[src/rtl/control_sequencer.sv]
// Fetch/latch/decode/immediate/execute controller for an 8-bit instruction stream.
// Owns the PC and drives the register-file strobes, ALU opcode and immediate path.
module control_sequencer #(
    parameter int                    ADDR_WIDTH   = 8,
    parameter logic [ADDR_WIDTH-1:0] RESET_VECTOR = '0
) (
    input  logic                  CLK,
    input  logic                  RST,
    input  logic                  RUN,
    input  logic [7:0]            PROG_DATA,
    input  logic                  ZERO_FLAG,
    output logic [ADDR_WIDTH-1:0] PROG_ADDR,
    output logic [1:0]            DST_SELECTION,
    output logic [1:0]            SRC_SELECTION,
    output logic                  LOAD_DST,
    output logic                  LOAD_FLAGS,
    output logic [2:0]            ALU_OP,
    output logic                  IMM_SEL,
    output logic [7:0]            IMM_VALUE,
    output logic                  HALTED
);

    typedef enum logic [2:0] {
        S_FETCH  = 3'd0,
        S_LATCH  = 3'd1,
        S_DECODE = 3'd2,
        S_IMM    = 3'd3,
        S_EXEC   = 3'd4,
        S_HALT   = 3'd5
    } state_t;

    localparam logic [3:0] OP_MOV  = 4'h1;
    localparam logic [3:0] OP_ADD  = 4'h2;
    localparam logic [3:0] OP_SUB  = 4'h3;
    localparam logic [3:0] OP_AND  = 4'h4;
    localparam logic [3:0] OP_OR   = 4'h5;
    localparam logic [3:0] OP_LDI  = 4'h6;
    localparam logic [3:0] OP_JMP  = 4'h7;
    localparam logic [3:0] OP_JZ   = 4'h8;
    localparam logic [3:0] OP_HALT = 4'hF;

    state_t                  state_q, state_d;
    logic [ADDR_WIDTH-1:0]   pc_q, pc_d;
    logic [7:0]              ir_q, ir_d;
    logic [7:0]              imm_q, imm_d;
    logic [3:0]              opcode;
    logic [ADDR_WIDTH-1:0]   pc_inc;
    logic [ADDR_WIDTH-1:0]   jmp_target;

    assign opcode     = ir_q[7:4];
    assign pc_inc     = pc_q + ADDR_WIDTH'(1);
    // The cast zero-extends for wide PCs and keeps the low bits for narrow ones.
    assign jmp_target = ADDR_WIDTH'(imm_q);

    assign PROG_ADDR     = pc_q;
    assign DST_SELECTION = ir_q[3:2];
    assign SRC_SELECTION = ir_q[1:0];
    assign IMM_VALUE     = imm_q;

    always_ff @(posedge CLK or posedge RST) begin
        if (RST) begin
            state_q <= S_FETCH;
            pc_q    <= RESET_VECTOR;
            ir_q    <= '0;
            imm_q   <= '0;
        end else begin
            state_q <= state_d;
            pc_q    <= pc_d;
            ir_q    <= ir_d;
            imm_q   <= imm_d;
        end
    end

    always_comb begin
        state_d    = state_q;
        pc_d       = pc_q;
        ir_d       = ir_q;
        imm_d      = imm_q;
        LOAD_DST   = 1'b0;
        LOAD_FLAGS = 1'b0;
        ALU_OP     = 3'b000;
        IMM_SEL    = 1'b0;
        HALTED     = 1'b0;

        case (state_q)
            S_FETCH: begin
                if (RUN) state_d = S_LATCH;
            end
            S_LATCH: begin
                ir_d    = PROG_DATA;
                pc_d    = pc_inc;
                state_d = S_DECODE;
            end
            S_DECODE: begin
                // PC already points at the immediate byte, so it arrives in S_IMM.
                if (opcode == OP_LDI || opcode == OP_JMP || opcode == OP_JZ) state_d = S_IMM;
                else state_d = S_EXEC;
            end
            S_IMM: begin
                imm_d   = PROG_DATA;
                pc_d    = pc_inc;
                state_d = S_EXEC;
            end
            S_EXEC: begin
                state_d = S_FETCH;
                case (opcode)
                    OP_MOV: LOAD_DST = 1'b1;
                    OP_ADD: begin LOAD_DST = 1'b1; LOAD_FLAGS = 1'b1; ALU_OP = 3'b001; end
                    OP_SUB: begin LOAD_DST = 1'b1; LOAD_FLAGS = 1'b1; ALU_OP = 3'b010; end
                    OP_AND: begin LOAD_DST = 1'b1; LOAD_FLAGS = 1'b1; ALU_OP = 3'b011; end
                    OP_OR:  begin LOAD_DST = 1'b1; LOAD_FLAGS = 1'b1; ALU_OP = 3'b100; end
                    OP_LDI: begin LOAD_DST = 1'b1; IMM_SEL = 1'b1; end
                    OP_JMP: pc_d = jmp_target;
                    OP_JZ:  if (ZERO_FLAG) pc_d = jmp_target;
                    OP_HALT: state_d = S_HALT;
                    default: ;
                endcase
            end
            S_HALT: begin
                HALTED = 1'b1;
            end
            default: state_d = S_FETCH;
        endcase
    end

endmodule

[config.mk]
export PLATFORM = sky130hd
export DESIGN_NAME = control_sequencer
export DESIGN_NICKNAME = d
export VERILOG_FILES = /design/src/rtl/control_sequencer.sv
export SDC_FILE = /design/constraint.sdc
export NUM_CORES = 1
export LEC_CHECK = 0
export ABC_AREA = 1
export BUFFER_PORTS_ARGS = -buffer_cell sky130_fd_sc_hd__buf_2
export CAP_MARGIN = 20
export CORE_MARGIN = 2
export CORE_UTILIZATION = 56
export DETAILED_ROUTE_END_ITERATION = 8
export GPL_ROUTABILITY_DRIVEN = 0
export PLACE_DENSITY = 0.83
export SLEW_MARGIN = 40
export SYNTH_ARGS = -nofsm -noshare
export SYNTH_HDL_FRONTEND = slang
export SYNTH_SLANG_ARGS = --single-unit
[constraint.sdc]
create_clock -name CLK -period 3.7 [get_ports CLK]
set_input_delay 0.925 -clock CLK [delete_from_list [all_inputs] [get_ports CLK]]
set_output_delay 0.925 -clock CLK [all_outputs]
set_load 0.1 [all_outputs]
Word-level counts from Yosys, hierarchy flattened
Cells that the tools add are included.
- register bits after elaboration: 27
- bits in latches: 0
- RAM bits: 0
- bits in read-only memories: 0
- input bits: 12
- memories: 0
- add/sub/neg operators: 1
- multiply operators: 0
- divide/modulo/power cells: 0
- $lt $le $gt $ge: 0
- equal/unequal tests: 17
- shifts and indexed selects: 0
- multiplexer cells: 16
- bitwise gates (word level): 1
- reduce and logical (&&, ||, !) cells: 9
- operators by type and width (cell ; number):
    $pmux 8 s2 ; 2
    $pmux 3 s6 ; 1
    $eq 4x3->1 const B ; 4
    $mux 3 ; 4
    $pmux 3 s4 ; 1
    $add 8x1->8 const B ; 1
    $eq 4x2->1 const B ; 2
    $eq 4x4->1 const B ; 2
    $mux 8 ; 1
    $mux 1 ; 7
    $eq 3x2->1 const B ; 2
    $eq 3x3->1 const B ; 2
    $ne 3x3->1 const B ; 2
    $reduce_or 6->1 ; 1
    $eq 4x1->1 const B ; 1
    $reduce_or 4->1 ; 1
    $eq 3x1->1 const B ; 1
    $logic_not 3->1 ; 1
    $reduce_and 3->1 ; 1
    $logic_or 1x1->1 ; 2
    $ne 2x2->1 const B ; 1
    $reduce_and 2->1 ; 1
    $reduce_bool 2->1 ; 1
    $reduce_or 2->1 ; 1
    $not 1->1 ; 1

Longest topological paths before layout
Gate-level depths: netlist (run 1).
- depth in word-level cells: 5
- depth in mapped cells: 9
- depth with buffers taken out: 9

Least setup slack after synthesis (run 1)
Ideal clock, no wire load.
- path kind: flip-flop to output port
- start point: reg state_q[0]
- end point: out ALU_OP[2]
- arrival time: 2.980 ns
- path slack: -0.205 ns
- cell stages (with the launch flop): 7
- buffers on the path: 1
- path through: dfrtp_1 > nor2_2 > inv_2 > nor2_4 > inv_2 > buf_6 > nor3_1
- word-level cells in the longest chain between the ends: 2
- RTL lines (item ; line ; source):
    start: declaration ; 42 ; state_t state_q, state_d;
    start signal: assignment ; 67 ; state_q <= state_d;
    $eq 3x3->1 ; 85 ; case (state_q)
    $mux 3 ; 85 ;
    end: declaration ; 17 ; output logic [2:0] ALU_OP,
Every way passes these cells.

Final worst setup path (run 1)
- start point: reg state_q[0]
- end point: out ALU_OP[1]
The elaborated chain is that of the path after synthesis.

==> summary.txt, run 1 <==
Drt
  • Via density: 5.28
  • Via count: 1442
  • WL met2: 1480 um
  • Wl on met1: 1450 um
  • DRC Markers: 0
  • Max Used Layer: met4
  • Wire length on met3: 156 um
  • WL/cell: 11.5 um
  • DR pass1 iterations: 4
  • Post-route ant nets: 0
  • WL final: 3140 um
  • Initial DRC Count: 59

GRT
  • Vias in the first global route: 1266
  • First-pass GRT wire length: 5470 um
  • GRT Overall Usage: 21.6%
  • Pin count of the biggest net entering global routing: 28
  • Initial antenna violation count: 0
  • GRT overflow: 0

Critical path
  • Setup crit end kind: primary output
  • Reg2reg setup slack: 2210 ps
  • Worst r2r path cells: 3
  • Critical path required time: 2770 ps
  • Critical Path Source: state_q[0]
  • R2r startpoint: state_q[2]
  • CP Launch Type: flop
  • Crit path kind: flop to primary output
  • Worst-path maximum fanout: 14
  • CP arrival: 2040 ps
  • Worst setup path endpoint: ALU_OP[1]
  • Crit Reg-Reg Endpoint: IMM_VALUE[5]

Yosys
  • Syn_nets: 223
  • Sequential area share after synthesis: 43.4%
  • Post-Syn Area: 1560 um^2
  • Top FF cell, synth: dfrtp_1
  • Syn Inst Count: 210
  • Post-synth cell types: 23
  • Yosys synthesis warning count: 0
  • Post-Syn Area per Cell: 7.41 um^2
  • Number of flops mapped to enable cells by yosys: 0
  • Commonest cells post-synth: nand2_1, dfrtp_1, inv_1
  • Most common cell in the netlist: nand2_1
  • Synth area leaders: dfrtp_1, nand2_1, o21ai_0
  • Area share of the largest cell type after synthesis: 43.4%
  • Asr flop ratio synth: 100%
  • Leading area contributor after synthesis: dfrtp_1
  • #FFs+latches synth: 27

Min path
  • Min-delay worst type: flop to flop

STA
  • Minimum clock period: 2970 ps
  • Total negative slack: 0 ps
  • RSZ-0062 raised after global routing: no
  • Hold Fails Final Rpt: 0
  • Relative slew margins: 61.7%
  • Final Max Slew Viols: 0
  • Fmax: 337 MHz
  • Clock skew after layout: 20.1 ps
  • Tightest Pin Transition: 573 ps
  • Setup violations, final: 0
  • Final Cycle Share: 80.2%

CTS
  • Clk_lat worst skew: 330 ps
  • Worst-path clk slew: 130 ps
  • Cts hold-fix bufs: 0
  • Resize count post-CTS: 0
  • CTS Buf Count: 3
  • Bufs on Longest Clock Path: 2
  • Clock H-tree levels: 1
  • Postcts setup bufs: 0
  • CTS sink count: 27
  • CTS Root Cell: clkbuf_4
  • CTS tree: done

Place
  • Port buffer count: 38
  • DP Area: 1700 um^2
  • HPWL after DPL: 2410 um

Run status
  • Status: finished clean

Layout
  • Filler cells: 248
  • Final net count: 256
  • Multi-input combinational cell area: 694 um^2
  • FF/Latch Area: 676 um^2
  • Final instance area: 1730 um^2
  • N_diodes: 0
  • Area Growth Syn to Fin: 11.3%
  • Share of cells above drive strength 1: 22.7%

Floorplan
  • Die width: 56.7 um
  • Initial Util: 57.9%
  • Io pins: 39
  • Die area: 3210 um^2
  • Number of core rows: 19
  • DIE HEIGHT: 56.7 um
  • Core Box Area: 2690 um^2

Run
  • MaxCap Viol Count: 0
how the worst min path moves through the flow:
stage	from	end	slack [ps]	cells after the start
finish	ir_q[0]	ir_q[0]	500	2
global route	ir_q[3]	ir_q[3]	550	2
CTS	ir_q[2]	ir_q[2]	510	2
detailed placement	ir_q[2]	ir_q[2]	470	2
global placement	ir_q[2]	ir_q[2]	470	2
floorplan	ir_q[0]	ir_q[0]	450	2
cell families (layout without fill, tap and decap cells):
group	count (synthesis)	count (layout)	synth area share [%]
and+or+nand+nor	114	114	33.2
DFF	27	27	43.4
xor gates and xnor gates	2	2	1.13
AOI/OAI and AO/OA	28	28	9.17
adders and majority gates	1	1	0.804
buffers and inverters	38	70	12.2
cell type report:
cell class                      count  share of cell area (%)
Clock buffer                        3                    1.30
Sequential cell                    27                    39.0
Clock inverter                      1                   0.289
Inverter                           28                    6.07
Tap cell                           31                    2.24
Timing Repair Buffer               38                    11.0
Multi-Input combinational cell    145                    40.1
stage by stage:
step           cells  setup WS, ps  hold slack (ps)  utilization (%)
4_1_cts          273           725              506             64.5
5_1_grt          273           560              554             64.5
2_1_floorplan    210           333              454                -
3_3_place_gp     269          1120              465             63.4
3_5_place_dp     269          1090              473             63.4
6_report         273           732              498             64.5
state kept, by name, summed over array words and instances (netlist names):
signal	cells
IMM_VALUE	8
PROG_ADDR	8
ir_q	8
state_q	3
cell usage in the layout, fill, tap and decap left out:
| cell | synthesis | routed |
|---|---|---|
| ha_1 | 1 | 1 |
| a21oi_1 | 4 | 4 |
| xnor2_1 | 2 | 2 |
| nor2_2 | 2 | 2 |
| nand2_4 | 1 | 1 |
| inv_2 | 2 | 3 |
| nand2_1 | 72 | 72 |
| o211ai_1 | 1 | 1 |
| nand3_1 | 22 | 22 |
| nand3_4 | 1 | 1 |
| inv_1 | 26 | 25 |
| buf_2 | 1 | 38 |
| nor3_2 | 0 | 1 |
| dfrtp_1 | 27 | 27 |
| nor2_1 | 8 | 8 |
| nand3_2 | 3 | 3 |
| clkinv_2 | 0 | 1 |
| nand4_1 | 2 | 2 |
| o21ai_0 | 23 | 23 |
| nand2_2 | 1 | 1 |
| nor2_4 | 1 | 1 |
| clkbuf_4 | 0 | 3 |
layer usage:
layer | vias up | GRT usage (%)
met2 | 35 | 33.6
li1 | 730 | -
met4 | 0 | 8.16
met3 | 4 | 2.76
met1 | 673 | 30.8
met5 | - | 0
critical path: stages (launching register included):
cell and delay, ps:
dfrtp_1 470, nor2_2 160, inv_2 60, nor2_4 280
inv_2 190, a21oi_1 140, buf_2 430
Power of run 1 is left out: the tool's default activity adds up to more than one toggle a clock period on the data nets, which glitch-free logic cannot reach.
==> inputs of run 2 (changes only) <==
--- a/config.mk
+++ b/config.mk
@@ -5,14 +5,14 @@
 export SDC_FILE = /design/constraint.sdc
 export NUM_CORES = 1
 export LEC_CHECK = 0
-export ABC_AREA = 1
+export ABC_AREA = 0
 export BUFFER_PORTS_ARGS = -buffer_cell sky130_fd_sc_hd__buf_2
 export CAP_MARGIN = 20
 export CORE_MARGIN = 2
-export CORE_UTILIZATION = 56
+export CORE_UTILIZATION = 51
 export DETAILED_ROUTE_END_ITERATION = 8
 export GPL_ROUTABILITY_DRIVEN = 0
-export PLACE_DENSITY = 0.83
+export PLACE_DENSITY = 0.78
 export SLEW_MARGIN = 40
 export SYNTH_ARGS = -nofsm -noshare
 export SYNTH_HDL_FRONTEND = slang
==> constraint.sdc (replaced) <==
create_clock -name CLK -period 3 [get_ports CLK]
set_input_delay 0.75 -clock CLK [delete_from_list [all_inputs] [get_ports CLK]]
set_output_delay 0.75 -clock CLK [all_outputs]
set_load 0.1 [all_outputs]
==> run 2 against run 1 <==
Effect of this change: critical path type unchanged; routed wire length down 9.8%; non-clock buffer count is 1 higher; flip-flop and latch count unchanged; worst hold slack got worse by 52 ps; largest cell class unchanged; global-route usage down 2.6 points; first-iteration DRC count down 61%; register-to-register slack worse by 850 ps; final area down 5.4%; die area rose by 1.7%; synthesized area decreased by 7.2%; sequential share of layout area is 2.2 points higher; count of clock-buffer cells in the layout rose by 1.
==> summary.txt, run 2 <==
GRT
  • Met1 GRT Util: 24.0% (-6.8 points)
  • Vias in the first global route: 1102 (-13%)
  • GRT overflow: 0 (unchanged)
  • Met3 Use GR: 3.85% (+1.1 points)
  • GRT Overall Usage: 19.0% (-2.6 points)
  • Top Usage Layer GRT: met2
  • Grt met2 use: 32.8% (-0.71 points)
  • First-pass GRT wire length: 4890 um (-11%)
  • Initial antenna violation count: 0 (unchanged)
  • Pin count of the biggest net entering global routing: 28 (unchanged)

Layout
  • N_diodes: 0 (unchanged)
  • Most common cell after layout, fill and taps aside: buf_2
  • Filler cells: 244 (-1.6%)
  • Final net count: 179 (-30%)
  • Share of cells above drive strength 1: 42.4% (+20 points)
  • Area Growth Syn to Fin: 13.5%
  • Most frequent cells in the layout: buf_2, dfrtp_1, mux2_2

CTS
  • Worst-path clk slew: 140 ps (about the same)
  • CTS sink count: 27 (unchanged)
  • Postcts setup bufs: 0 (unchanged)
  • Resize count post-CTS: 0 (unchanged)
  • Clock H-tree levels: 1 (unchanged)
  • Clk_lat worst skew: 320 ps (about the same)
  • Cts hold-fix bufs: 0 (unchanged)
  • CTS Buf Count: 3 (unchanged)
  • CTS Root Cell: clkbuf_4
  • Bufs on Longest Clock Path: 2 (unchanged)
  • CTS tree: done

Critical path
  • Crit path kind: flop to primary output
  • Setup crit end kind: primary output
  • Critical path required time: 2250 ps (-520 ps)
  • CP arrival: 2090 ps (+50 ps)
  • CP Launch Type: flop
  • Worst-path maximum fanout: 9 (-5)
  • Worst r2r path cells: 4 (+1)

Run
  • MaxCap Viol Count: 0 (unchanged)

Yosys
  • Post-synth cell types: 38 (+65%)
  • Yosys synthesis warning count: 0 (unchanged)
  • Syn_nets: 147 (-34%)
  • Most common cell in the netlist: dfrtp_1
  • #FFs+latches synth: 27 (unchanged)
  • Commonest cells post-synth: dfrtp_1, mux2_2, nand2_1
  • Post-Syn Area per Cell: 10.8 um^2 (+45%)
  • Asr flop ratio synth: 100% (unchanged)
  • Leading area contributor after synthesis: dfrtp_1
  • Sequential area share after synthesis: 46.8% (+3.4 points)
  • Top FF cell, synth: dfrtp_1
  • Number of flops mapped to enable cells by yosys: 0 (unchanged)
  • Syn Inst Count: 134 (-36%)
  • Area share of the largest cell type after synthesis: 46.8% (+3.4 points)
  • Synth area leaders: dfrtp_1, mux2_2, buf_4
  • Post-Syn Area: 1440 um^2 (-7.2%)

Drt
  • DRC Markers: 0 (unchanged)
  • Post-route ant nets: 0 (unchanged)
  • WL/cell: 14.4 um (+26%)
  • Via density: 5.79 (+9.6%)
  • Initial DRC Count: 23 (-61%)
  • Via count: 1135 (-21%)
  • WL final: 2830 um (-9.8%)
  • DR pass1 iterations: 5 (+1)

STA
  • Setup violations, final: 0 (unchanged)
  • Setup ws final: 162 ps (-570 ps)
  • Clock skew after layout: 3.68 ps (-16.5 ps)
  • Hold Fails Final Rpt: 0 (unchanged)
  • Minimum clock period: 2840 ps
  • Fmax: 352 MHz
  • Final Max Slew Viols: 0 (unchanged)
  • Tightest Pin Transition: 491 ps (-82.0 ps)
  • Final Cycle Share: 94.6%
  • Relative slew margins: 67.5% (+5.8 points)
  • RSZ-0062 raised after global routing: no
  • Total negative slack: 0 ps (unchanged)
  • Hold WS: 446 ps (-52.1 ps)

Floorplan
  • DIE HEIGHT: 57.2 um (+0.86%)
  • Die width: 57.2 um (+0.86%)
  • Initial Util: 53.2% (-4.7 points)
  • Number of core rows: 19 (unchanged)
  • Core Box Area: 2710 um^2 (+0.88%)
  • Die area: 3270 um^2 (+1.7%)
  • Io pins: 39 (unchanged)

Place
  • Port buffer count: 38 (unchanged)
  • Pre-CTS setup slack: 548 ps (-545 ps)
  • HPWL after DPL: 2170 um (-10%)

Run status
  • Status: finished clean

Min path
  • Min-delay worst type: primary input to async pin
[run 2: cell count changes after synthesis, sizes merged, moves of 3 or more]
cell,before,now
a31oi,0,3
inv,28,5
mux2,0,17
nand2,74,11
nand2b,0,3
nand3,26,2
nand3b,0,3
nor2,11,8
nor3,1,8
o21ai,23,6
[run 2: layout make-up]
cell class                 count  area [um^2]  area share [%]
clock buffer                   4         26.3            1.60
inverter                       5         18.8            1.15
multi-input combinational     90          681            41.6
sequential                    27          676            41.3
tap                           31         38.8            2.37
timing repair buffer          39          198            12.1
[run 2: cell families after synthesis]
| family | Yosys count | share of synthesized area, % |
|---|---|---|
| AND/OR/NAND/NOR | 45 | 18.3 |
| buffers and inverters | 17 | 7.28 |
| XOR/XNOR | 2 | 1.21 |
| multiplexers | 17 | 13.3 |
| AO/OA/AOI/OAI | 25 | 12.2 |
| adder cells (fa/ha/maj) | 1 | 0.867 |
| flip-flops | 27 | 46.8 |
[run 2: through the flow]
| stage | utilization, % | cell area (um^2) | std cells |
|---|---|---|---|
| 6_report | 60.4 | 1640 | 196 |
| 5_1_grt | 60.4 | 1640 | 196 |
| 4_1_cts | 60.4 | 1640 | 196 |
| 3_5_place_dp | 59.5 | 1610 | 192 |
| 3_3_place_gp | 59.5 | 1610 | 192 |
| 2_1_floorplan | - | 1460 | 134 |
[run 2: per-layer routing]
metal / wire length, um / part of all wire [%]
met1: 1230 / 43
met5: 0 / 0
met3: 145 / 5.1
met2: 1430 / 51
met4: 24 / 0.85
[run 2: worst paths after layout]
path                            start           end  slack, ps
max                        state_q[2]      LOAD_DST        160
min                               RST  PROG_ADDR[2]        450
max reg2reg                   ir_q[5]  PROG_ADDR[2]       1360
min reg2reg                   ir_q[3]       ir_q[3]        520
max in group asynchronous         RST  PROG_ADDR[1]       2300
min in group CLK              ir_q[3]       ir_q[3]        520
[run 2: worst max-delay path, cell delays in order (launching register included)]
cell and delay (ps):
dfrtp_1 570, nand2b_4 100, or3_1 440, nor3_2 210, buf_2 440
Power of run 2 is left out for the same reason.
==> inputs of run 3 (changes only) <==
--- a/config.mk
+++ b/config.mk
@@ -5,11 +5,11 @@
 export SDC_FILE = /design/constraint.sdc
 export NUM_CORES = 1
 export LEC_CHECK = 0
-export ABC_AREA = 0
+export ABC_AREA = 1
 export BUFFER_PORTS_ARGS = -buffer_cell sky130_fd_sc_hd__buf_2
 export CAP_MARGIN = 20
 export CORE_MARGIN = 2
-export CORE_UTILIZATION = 51
+export CORE_UTILIZATION = 52
 export DETAILED_ROUTE_END_ITERATION = 8
 export GPL_ROUTABILITY_DRIVEN = 0
 export PLACE_DENSITY = 0.78
==> run 3 against run 2 <==
Effect of this change: the run now ends with DRC left; cell count increased by 40%; worst hold slack worse by 11 ps; register-to-register slack better by 80 ps; sequential share of layout area down 2.6 points; critical path depth rose by 2; clock skew up 8.9 ps; count of clock-buffer cells in the layout shrank 1; die area increased by 5.3%; worst setup slack got worse by 1.7 ps; global-route usage is 1.8 points higher; routed wire length rose by 17%; maximum frequency about the same.
==> summary.txt, run 3 (synthesized netlist as in run 1, its figures left out) <==
Floorplan
  • Io pins: 39 (unchanged)
  • Die area: 3440 um^2 (+5.3%)
  • DIE HEIGHT: 58.7 um (+2.6%)
  • Number of core rows: 19 (unchanged)
  • Die width: 58.7 um (+2.6%)
  • Initial Util: 55.4% (+2.2 points)
  • Core Box Area: 2810 um^2 (+3.5%)

STA
  • Relative slew margins: 60.7% (-6.8 points)
  • Setup ws final: 160 ps (-1.73 ps)
  • RSZ-0062 raised after global routing: no
  • Tightest Pin Transition: 587 ps (+96.4 ps)
  • Fmax: 352 MHz (about the same)
  • Final Cycle Share: 94.7% (about the same)
  • Setup violations, final: 0 (unchanged)
  • Final Max Slew Viols: 0 (unchanged)
  • Clock skew after layout: 12.6 ps (+8.90 ps)
  • Minimum clock period: 2840 ps (+1.73 ps)
  • Hold Fails Final Rpt: 0 (unchanged)

CTS
  • CTS Buf Count: 3 (unchanged)
  • Bufs on Longest Clock Path: 2 (unchanged)
  • CTS tree: done
  • Clk_lat worst skew: 330 ps (about the same)
  • Postcts setup bufs: 0 (unchanged)
  • Clock H-tree levels: 1 (unchanged)
  • Worst-path clk slew: 150 ps (about the same)
  • CTS Root Cell: clkbuf_4
  • CTS sink count: 27 (unchanged)

Layout
  • Most frequent cells in the layout: nand2_1, buf_2, dfrtp_1
  • N_diodes: 0 (unchanged)
  • Most common cell after layout, fill and taps aside: nand2_1
  • Final std cells w/o fill: 274 (+40%)
  • Share of cells above drive strength 1: 23.0% (-19 points)
  • Area Growth Syn to Fin: 12.4%
  • Final net count: 257 (+44%)

Place
  • HPWL after DPL: 2430 um (+12%)
  • Pre-CTS setup slack: 526 ps (-21.7 ps)
  • Inst Count DP: 270 (+41%)
  • Port buffer count: 38 (unchanged)

Drt
  • WL/cell: 12.0 um (-17%)
  • Initial DRC Count: 84 (+270%)
  • Via count: 1413 (+24%)
  • DRC Markers: 3 (+3)
  • WL final: 3300 um (+17%)
  • Via density: 5.16 (-11%)
  • DR pass1 iterations: 6 (+1)
  • Post-route ant nets: 0 (unchanged)

Critical path
  • Worst r2r path cells: 8 (+4)
  • Crit path kind: flop to primary output
  • Worst-path maximum fanout: 14 (+5)
  • Setup crit end kind: primary output
  • Crit Reg-Reg Endpoint: PROG_ADDR[1]
  • R2r startpoint: state_q[0]
  • Reg2reg setup slack: 1440 ps (+80 ps)
  • CP arrival: 2090 ps (about the same)
  • CP Launch Type: flop
  • Critical path required time: 2250 ps (about the same)

GRT
  • First-pass GRT wire length: 5410 um (+11%)
  • Vias in the first global route: 1217 (+10%)
  • Pin count of the biggest net entering global routing: 28 (unchanged)
  • GRT Overall Usage: 20.8% (+1.8 points)
  • GRT overflow: 0 (unchanged)
  • Initial antenna violation count: 0 (unchanged)

Run status
  • Failing checks: DRC
  • Status: complete, but fails checks

Run
  • MaxCap Viol Count: 0 (unchanged)

Min path
  • Min-delay worst type: primary input to async pin
run 3: cell type report:
cell class	count	area, um^2
fill	277	1060
tap	31	38.8
clock inverter	1	7.51
sequential	27	676
inverter	28	105
clock buffer	3	22.5
timing repair buffer	39	200
multi-input combinational	145	698
run 3: how the worst max path moves through the flow:
stage	from	endpoint	slack, ps	cells after the start
global placement	state_q[0]	LOAD_DST	580	6
detailed placement	state_q[0]	LOAD_DST	530	6
CTS	state_q[0]	LOAD_DST	150	6
finish	state_q[0]	ALU_OP[1]	160	6
floorplan	state_q[0]	ALU_OP[1]	-170	6
global route	state_q[0]	ALU_OP[2]	10	6
run 3: worst max-delay path, stage by stage, from the launching register on:
cell and delay (ps):
dfrtp_1 470, nor2_2 170, inv_2 60, nor2_4 290
inv_2 200, a21oi_1 140, buf_2 430
run 3: layer usage:
metal | global-route usage (%) | share of wire [%] | wire length (um)
met3 | 3.30 | 6.3 | 209
met2 | 33.9 | 46 | 1530
met1 | 29.1 | 46 | 1530
met5 | 0 | 0 | 0
met4 | 5.84 | 0.70 | 23
run 3: timing repair:
item / 4_1_cts / 5_1_grt
gates resized for setup: 0 / 1
setup endpoints to repair: 0 / 1
hold buffers: 0 / 0
hold endpoints to repair: 0 / 0
run 3: metrics by stage:
stage               instance area (um^2)  hold slack (ps)  TNS (ps)  utilization [%]
floorplan                           1560              454      -338                -
global placement                    1720              465         0             61.2
detailed placement                  1720              476         0             61.2
CTS                                 1750              444         0             62.2
global route                        1750              457         0             62.3
finish                              1750              436         0             62.3
Power of run 3 is left out for the same reason.
